[src/rtl/cabac_rate_pkg.sv]
// Shared constants and helpers for the CABAC rate-estimator blocks.
package cabac_rate_pkg;

   // Flags coded per 4x4 sub-block before escape coding takes over.
   localparam int unsigned C1FLAG_NUMBER = 8;
   localparam int unsigned C2FLAG_NUMBER = 1;

   // Base level from the running gt1/gt2 flag indices, unsigned compares.
   // Thresholds default to the HEVC values but can be overridden by callers
   // that are parameterised differently.
   function automatic logic [1:0] calc_base_level(
      input logic [31:0] c1_idx,
      input logic [31:0] c2_idx,
      input int unsigned c1_num = C1FLAG_NUMBER,
      input int unsigned c2_num = C2FLAG_NUMBER
   );
      logic [1:0] lvl;
      if (c1_idx >= c1_num)      lvl = 2'd1;
      else if (c2_idx >= c2_num) lvl = 2'd2;
      else                       lvl = 2'd3;
      return lvl;
   endfunction

endpackage

[src/rtl/base_level_calc.sv]
// Registered base-level calculator: one request per start, result plus a
// one-cycle done strobe on the following cycle. No busy state.
module base_level_calc
   import cabac_rate_pkg::*;
#(
   parameter int unsigned IDX_W         = 8,
   parameter int unsigned LVL_W         = 8,
   parameter int unsigned C1FLAG_NUMBER = cabac_rate_pkg::C1FLAG_NUMBER,
   parameter int unsigned C2FLAG_NUMBER = cabac_rate_pkg::C2FLAG_NUMBER
) (
   input  logic             clk,
   input  logic             rst_n,
   input  logic             start,
   input  logic [IDX_W-1:0] c1Idx,
   input  logic [IDX_W-1:0] c2Idx,
   output logic [LVL_W-1:0] baseLevel,
   output logic             done
);

   logic [1:0]       lvl_raw;
   logic [LVL_W-1:0] lvl_ext;

   // Rule evaluation; result is 1..3 and zero-extended to the output width.
   always_comb begin
      lvl_raw = calc_base_level(32'(c1Idx), 32'(c2Idx), C1FLAG_NUMBER, C2FLAG_NUMBER);
      lvl_ext = LVL_W'(lvl_raw);
   end

   // Capture on start; level holds between requests, done follows start.
   always_ff @(posedge clk or negedge rst_n) begin
      if (!rst_n) begin
         baseLevel <= '0;
         done      <= 1'b0;
      end else begin
         done <= start;
         if (start) baseLevel <= lvl_ext;
      end
   end

endmodule

[config.mk]
export PLATFORM = sky130hd
export DESIGN_NAME = base_level_calc
export DESIGN_NICKNAME = d
export VERILOG_FILES = /design/src/rtl/cabac_rate_pkg.sv /design/src/rtl/base_level_calc.sv
export SDC_FILE = /design/constraint.sdc
export NUM_CORES = 1
export LEC_CHECK = 0
export CAP_MARGIN = 20
export CORE_AREA = 8 8 45 47
export DETAILED_ROUTE_END_ITERATION = 8
export DIE_AREA = 0 0 53 55
export MAX_ROUTING_LAYER = met4
export SLEW_MARGIN = 15
export SYNTH_ARGS = -nofsm -noshare
export SYNTH_HDL_FRONTEND = slang
export SYNTH_SLANG_ARGS = --single-unit
[constraint.sdc]
create_clock -name clk -period 2.15 [get_ports clk]
set_clock_uncertainty 0.1 [all_clocks]
set_input_delay 0.215 -clock clk [delete_from_list [all_inputs] [get_ports clk]]
set_output_delay 0.215 -clock clk [all_outputs]
set_load 0.01 [all_outputs]
---- Word-level counts from Yosys, hierarchy flattened ----
Index checks and enable logic that the tools add are counted.
W data, S select, Z words.
storage, ports and cells
  bits of input ports ..................... 19
  register bits after elaboration ......... 3
  output and inout bits ................... 9
  logic and storage cells ................. 6
cells by class
  order comparisons ....................... 2
  multiplexer cells ....................... 2
operator list
  operator              number
  $ge A8 B1 Y1 const B  1
  $ge A8 B4 Y1 const B  1
  $mux W2               1
  $mux W1               1

---- Logic depth before layout (Yosys ltp) ----
Gate-level depths: netlist of the first run.
  depth after elaboration ................. 3
  mapped depth ............................ 3
  depth with buffers taken out ............ 3

---- Worst setup path before layout of the first run ----
No wires, ideal clock.
  path type ............................... input-to-reg
  start point ............................. in c2Idx[7]
  end point ............................... reg baseLevel[0]
  arrival time ............................ 0.664 ns
  stages .................................. 3
  buffers on the path ..................... 0
  library setup time ...................... 0.082 ns
  required time ........................... 1.968 ns
  setup slack ............................. 1.304 ns
  path through ............................ nor4_2 -> nand2_1 -> a31oi_1
between the ends
  cells in the longest elaborated chain, start to end .. 3
RTL lines
  item                  RTL line               source
  start, declared       base_level_calc.sv:15  input logic [IDX_W-1:0] c2Idx,
  $ge A8 B1 Y1          cabac_rate_pkg.sv:19   else if (c2_idx >= c2_num) lvl = 2'd2;
  $mux W1               cabac_rate_pkg.sv:19
  $mux W2               cabac_rate_pkg.sv:18   if (c1_idx >= c1_num) lvl = 2'd1;
  end signal, assigned  base_level_calc.sv:36  if (start) baseLevel <= lvl_ext;
  end, declared         base_level_calc.sv:16  output logic [LVL_W-1:0] baseLevel,
Every way passes these cells.
A chain may end at the register's enable or synchronous reset.

---- Worst setup path in the final report of the first run ----
  start point ............................. reg baseLevel[1]
  end point ............................... out baseLevel[1]
No word-level cell between the ends.

==> results by group, run 1 <==
Worst setup path
  – Reg2reg start: baseLevel[1]$_DFFE_PN0P_
  – Crit. End Element: output pin
  – Critical path fanouts, max: 2
  – CP Launch Type: flip-flop
  – Critical Path Source: baseLevel[1]$_DFFE_PN0P_
  – WP data required: approximately 1.8 ns
  – Buf/Inv on CP: 1
  – CP Class: flip-flop to output pin
  – Slowest Stage Delay on Critical Path: approximately 0.54 ns
  – Critical-path top delay cell: clkdlybuf4s50_1
  – Crit path DAT: ~1.1 ns
  – Crit path cell chain: clkdlybuf4s50_1
  – Flop2flop setup slack: approximately 1.3 ns
  – Delay-heaviest family, CP: buffers and inverters

Power
  – P_leak: approximately 0.00015 uW
  – P per Cell Area: 513 nW/um2
  – Worst VDD drop: around 130 uV
  – Power Internal: ~160 uW
  – P_sw: between 40 and 50 uW
  – Comb pwr share: between 20 and 25%
  – Clk pwr share: 48.7%
  – Sw Share: between 20 and 25%
  – Seq pwr share: 29.5%

Job
  – MaxCap Viol Count: 0

Placed design
  – RD Place Congestion: 0.617
  – Port-buffer cells: 18
  – HPWL Detailed: 505 um

STA
  – Setup TNS: 0 ns
  – Slew Viols, Final: 0
  – RSZ-0062 raised after global routing: false
  – FMAX: about 0.7 GHz
  – Final period utilization: between 60 and 70%
  – Final Hold Viols: 0
  – Setup-failing EPs final: 0
  – Min cycle time layout: about 1.4 ns

Die
  – Initial Utilization: between 10% and 20%
  – Boundary pin count: 28
  – Core Box Area: roughly 1400 um2
  – DIE AREA: just under 3000 um2
  – Standard-cell rows: 14
  – Die Wd: approximately 53 um
  – Die Ht: about 55 um

Layout
  – Diode count: 0
  – Area growth from synthesis to layout: 105%
  – Area occupied by multi-input gates: about 86 um2
  – Ratio of cells with drive above 1 in the final layout: around 15%
  – Post-layout util: about 28%
  – Final net count: 60
  – Fillers: around 160
  – Register Area: between 70 and 80 um2

Synthesis
  – FF+latch count, synth: 3
  – Fraction of synthesized area in multiplexers: 0%
  – Adder-Cell Fraction of Synth Area: 0%
  – Netlist Area Pre-Place: between 150 and 200 um2
  – Main combinational cell family by area after synthesis: buffers and inverters
  – Syn Inst Count: 19
  – Synthesized area per cell: about 10 um2
  – Synth cell types: 9
  – Synth Area in XOR/XNOR: 0%
  – Post-synthesis compound-gate area fraction: 7.84%
  – Synth warnings: 0
  – Simple-Gate Fraction of Synth Area: around a quarter
  – Post-synthesis sequential area ratio: between 30% and 40%

GRT
  – Pin count of the biggest net entering global routing: 4
  – GRT Residual Overflow: 0
  – Vias in the first global route: approximately 240
  – GRT Util Overall: 4.67%
  – Initial antenna violation count: 0
  – Global-route wire length before repair: 910 um

Route
  – Post-Route WL: 550 um
  – 1st-iter DRT viols: 1
  – Routed Antenna Nets: 0
  – DR vias/cell: 3.64
  – Avg WL per Cell: around 9.8 um
  – Remaining DRCs: 0
  – Pre-Repair DR Iteration Count: 2
  – Vias: between 200 and 250

CTS
  – Reg clk slew, reported paths: 0.04 ns
  – CTS tree: built
  – Root Buffer: clkbuf_4
  – Clock buffer count from CTS: 3
  – H-tree levels: 1
  – Clk buf depth: 2
  – Postcts setup bufs: 0
  – Post_cts resized: 0
  – Clock latency on the worst-skew pair: approximately 0.23 ns
  – Hold_buf cts: 0
  – Sink Count: 3

Worst hold path
  – HP Class: input pin to asynchronous set/reset pin

Status
  – Status: complete, no violations
[cells in the mapped netlist]
library cell	instances	area [um2]
a31oi_1	1	6.26
dfrtp_1	3	75.1
buf_4	6	45.0
conb_1	1	3.75
nor2_1	2	7.51
nand2_1	1	3.75
a22o_1	1	8.76
nor4_2	3	37.5
inv_1	1	3.75
[power by group through the flow]
stage	Sequential, uW	Clock [uW]	Combinational [uW]
2_1_floorplan	60.9	0	16.4
3_3_place_gp	59.9	0	43.5
3_5_place_dp	60.0	0	43.8
4_1_cts	59.3	101	43.9
5_1_grt	59.4	110	47.6
6_report	59.3	97.9	43.7
[cells in the final DEF (no fill, tap or decap), drive strengths merged]
| master | n |
|---|---|
| inv | 1 |
| nor2 | 2 |
| clkdlybuf4s50 | 18 |
| nand2 | 1 |
| a22o | 1 |
| conb | 6 |
| nor4 | 3 |
| dfrtp | 3 |
| a31oi | 1 |
| clkbuf | 4 |
[sequential cells by signal, indices dropped and copies added, names as in the netlist]
signal	count
baseLevel	2
done	1
[metal layers]
metal  routed length, um  vias to the layer above  track usage (%)  share of wire (%)
met1                 258                       82             5.17                 47
met3                  62                        4             1.34                 11
li1                    -                       95                -                  -
met4                  43                        0             7.76                7.8
met2                 186                       23             5.08                 34
met5                   0                        -                -                  0
[through the flow]
step / setup WS (ns) / area, um2 / cells / power (uW) / hold slack (ns)
final: 0.729 / 392 / 56 / 201 / 0.0645
after global routing: 0.673 / 392 / 56 / 217 / 0.0621
after CTS: 0.710 / 392 / 56 / 204 / 0.0640
after detailed placement: 0.825 / 365 / 52 / 104 / 0.308
after global placement: 0.817 / 365 / 52 / 103 / 0.310
after floorplan: 1.30 / 210 / 24 / 77.3 / -0.181
[cells by family after synthesis]
family,after synthesis
buffers and inverters,7
other,1
AOI/OAI and AO/OA,2
DFF,3
and+or+nand+nor,6
[worst paths after layout]
kind	to	cells past startpoint
max	baseLevel[1]	1
min	baseLevel[0]$_DFFE_PN0P_	1
max reg2reg	baseLevel[1]$_DFFE_PN0P_	1
min reg2reg	baseLevel[1]$_DFFE_PN0P_	1
max in group asynchronous	baseLevel[1]$_DFFE_PN0P_	1
min in group clk	done$_DFF_PN0_	1
[final cells by class]
| class | count | area share (%) |
|---|---|---|
| multi-input cells | 14 | 22.0 |
| repair buffers | 18 | 46.0 |
| clock buffers | 4 | 6.71 |
| flip-flops and latches | 3 | 19.2 |
| inverters | 1 | 0.958 |
| well taps | 16 | 5.11 |
Note: power is estimated with default switching activity, not from simulation.
==> inputs of run 2 (changes only) <==
clock period = 1.2 ns   (was 2.15 ns; I/O delays follow)
==> results by group, run 2 (synthesis gave the netlist of run 1 again) <==
Worst setup path
  – CP Class: flip-flop to output pin
  – Flop2flop setup slack: 0.40 ns
  – Critical-path top delay cell: dfrtp_1
  – Crit path cell chain: dlygate4sd2_1
  – Reg2reg start: baseLevel[1]$_DFFE_PN0P_
  – Slowest Stage Delay on Critical Path: around 0.37 ns
  – WP data required: 0.98 ns
  – CP Launch Type: flip-flop
  – Critical Path Source: baseLevel[1]$_DFFE_PN0P_
  – Buf/Inv on CP: 1
  – Critical path fanouts, max: 2
  – Delay-heaviest family, CP: flip-flops
  – Crit. End Element: output pin
  – Crit path DAT: 0.88 ns

CTS
  – Clk buf depth: 2
  – Reg clk slew, reported paths: ~0.040 ns
  – Sink Count: 3
  – Root Buffer: clkbuf_4
  – CTS tree: built
  – H-tree levels: 1
  – Postcts setup bufs: 0
  – Clock buffer count from CTS: 3
  – Clock latency on the worst-skew pair: around 0.23 ns

Layout
  – Design area: 398 um2
  – Area growth from synthesis to layout: 108%
  – Final net count: between 60 and 70
  – Top Registers: baseLevel (2), done (1)
  – Most frequent cells in the layout: 15 x clkdlybuf4s50_1, 6 x conb_1
  – Commonest non-fill, non-tap cell in the layout: clkdlybuf4s50_1
  – Max FFs per register: 2
  – Diode count: 0
  – Ratio of cells with drive above 1 in the final layout: between 10% and 20%
  – Biggest register: baseLevel

GRT
  – GRT Residual Overflow: 0
  – GRT Util Overall: 4.73%
  – Gr busiest metal: met4
  – Initial antenna violation count: 0
  – Met2 GRT Util: slightly above 5%
  – Met1 usage: under 10%
  – Global-route wire length before repair: around 920 um
  – M3 GR Usage: between 1 and 1.5%
  – Vias in the first global route: 246
  – Pin count of the biggest net entering global routing: 4

STA
  – FMAX: between 0.9 and 1 GHz
  – Final period utilization: between 90% and 100%
  – RSZ-0062 raised after global routing: false
  – Setup-failing EPs final: 0
  – Final WS setup: around 0.099 ns
  – Hold slack: between 0.2 and 0.3 ns
  – Final Hold Viols: 0
  – Slew Viols, Final: 0
  – Min cycle time layout: 1.10 ns

Die
  – Die Ht: about 55 um
  – Boundary pin count: 28
  – Standard-cell rows: 14
  – Initial Utilization: between 10% and 20%
  – Die Wd: roughly 53 um
  – Core Box Area: 1380 um2
  – DIE AREA: about 3000 um2

Power
  – P per Cell Area: just over 900 nW/um2
  – Worst VDD drop: 238 uV
  – P_leak: about 0.00016 uW

Status
  – Status: complete, no violations

Placed design
  – Worst slack, placed: -0.0303 ns
  – RD Place Congestion: roughly 0.62
  – Port-buffer cells: 18
  – HPWL Detailed: 505 um
  – Cell area after placement: 365 um2

Route
  – Post-Route WL: ~560 um
  – 1st-iter DRT viols: 1
  – Routed Antenna Nets: 0
  – Remaining DRCs: 0
  – DR vias/cell: between 3 and 4
  – Avg WL per Cell: 9.84 um
  – Vias: 206
  – Pre-Repair DR Iteration Count: 2

Worst hold path
  – HP Class: input pin to flip-flop
  – Hold path startpoint: start

Job
  – MaxCap Viol Count: 0
## run 2: cell types whose count changed in the layout (fill, tap and decap cells not counted)
cell / before / now
dlygate4sd2_1: 0 / 3
dlygate4sd3_1: 0 / 1
clkdlybuf4s50_1: 18 / 15
## run 2: area by class of cell
type	instances	area [um2]
multi-input cells	14	86.3
repair buffers	19	186
fillers	154	986
well taps	16	20.0
inverters	1	3.75
flip-flops and latches	3	75.1
clock buffers	4	26.3
## run 2: path summary, 6_finish.rpt
| check | endpoint | cells past startpoint |
|---|---|---|
| max in group asynchronous | baseLevel[1]$_DFFE_PN0P_ | 2 |
| worst max register to register | baseLevel[1]$_DFFE_PN0P_ | 1 |
| worst min register to register | baseLevel[1]$_DFFE_PN0P_ | 1 |
| worst min-delay path | done$_DFF_PN0_ | 1 |
| worst max-delay path | baseLevel[1] | 1 |
| min in group asynchronous | baseLevel[0]$_DFFE_PN0P_ | 2 |
## run 2: power breakdown
group          switching [uW]  internal, uW
sequential               1.12           105
combinational            26.9          51.8
clock                    50.8           125
total                    78.8           281
## run 2: through the flow
stage	setup TNS (ns)	utilization [%]	cells	power, uW
after floorplan	0	-	24	138
after global placement	-0.0385	26.4	52	185
after CTS	0	28.8	57	366
final	0	28.8	57	360
after detailed placement	-0.0303	26.4	52	186
after global routing	0	28.8	57	390
## run 2: repair_timing
action	in CTS	in global routing
setup endpoints to repair	3	0
hold buffers	1	0
gates resized for setup	3	0
hold endpoints to repair	3	0
## run 2: per-layer routing
layer  share of wire [%]  wire length, um  up-vias
met5                   0                0        -
met4                 7.7               43        0
met3                  11               59        4
met2                  34              188       23
met1                  48              269       82
li1                    -                -       97
==> inputs of run 3 (changes only) <==
ABC_CLOCK_PERIOD_IN_PS = 1200   (was unset)
==> results of run 3 <==
Same layout as run 2: the final DEF is identical, and so are final timing and power.
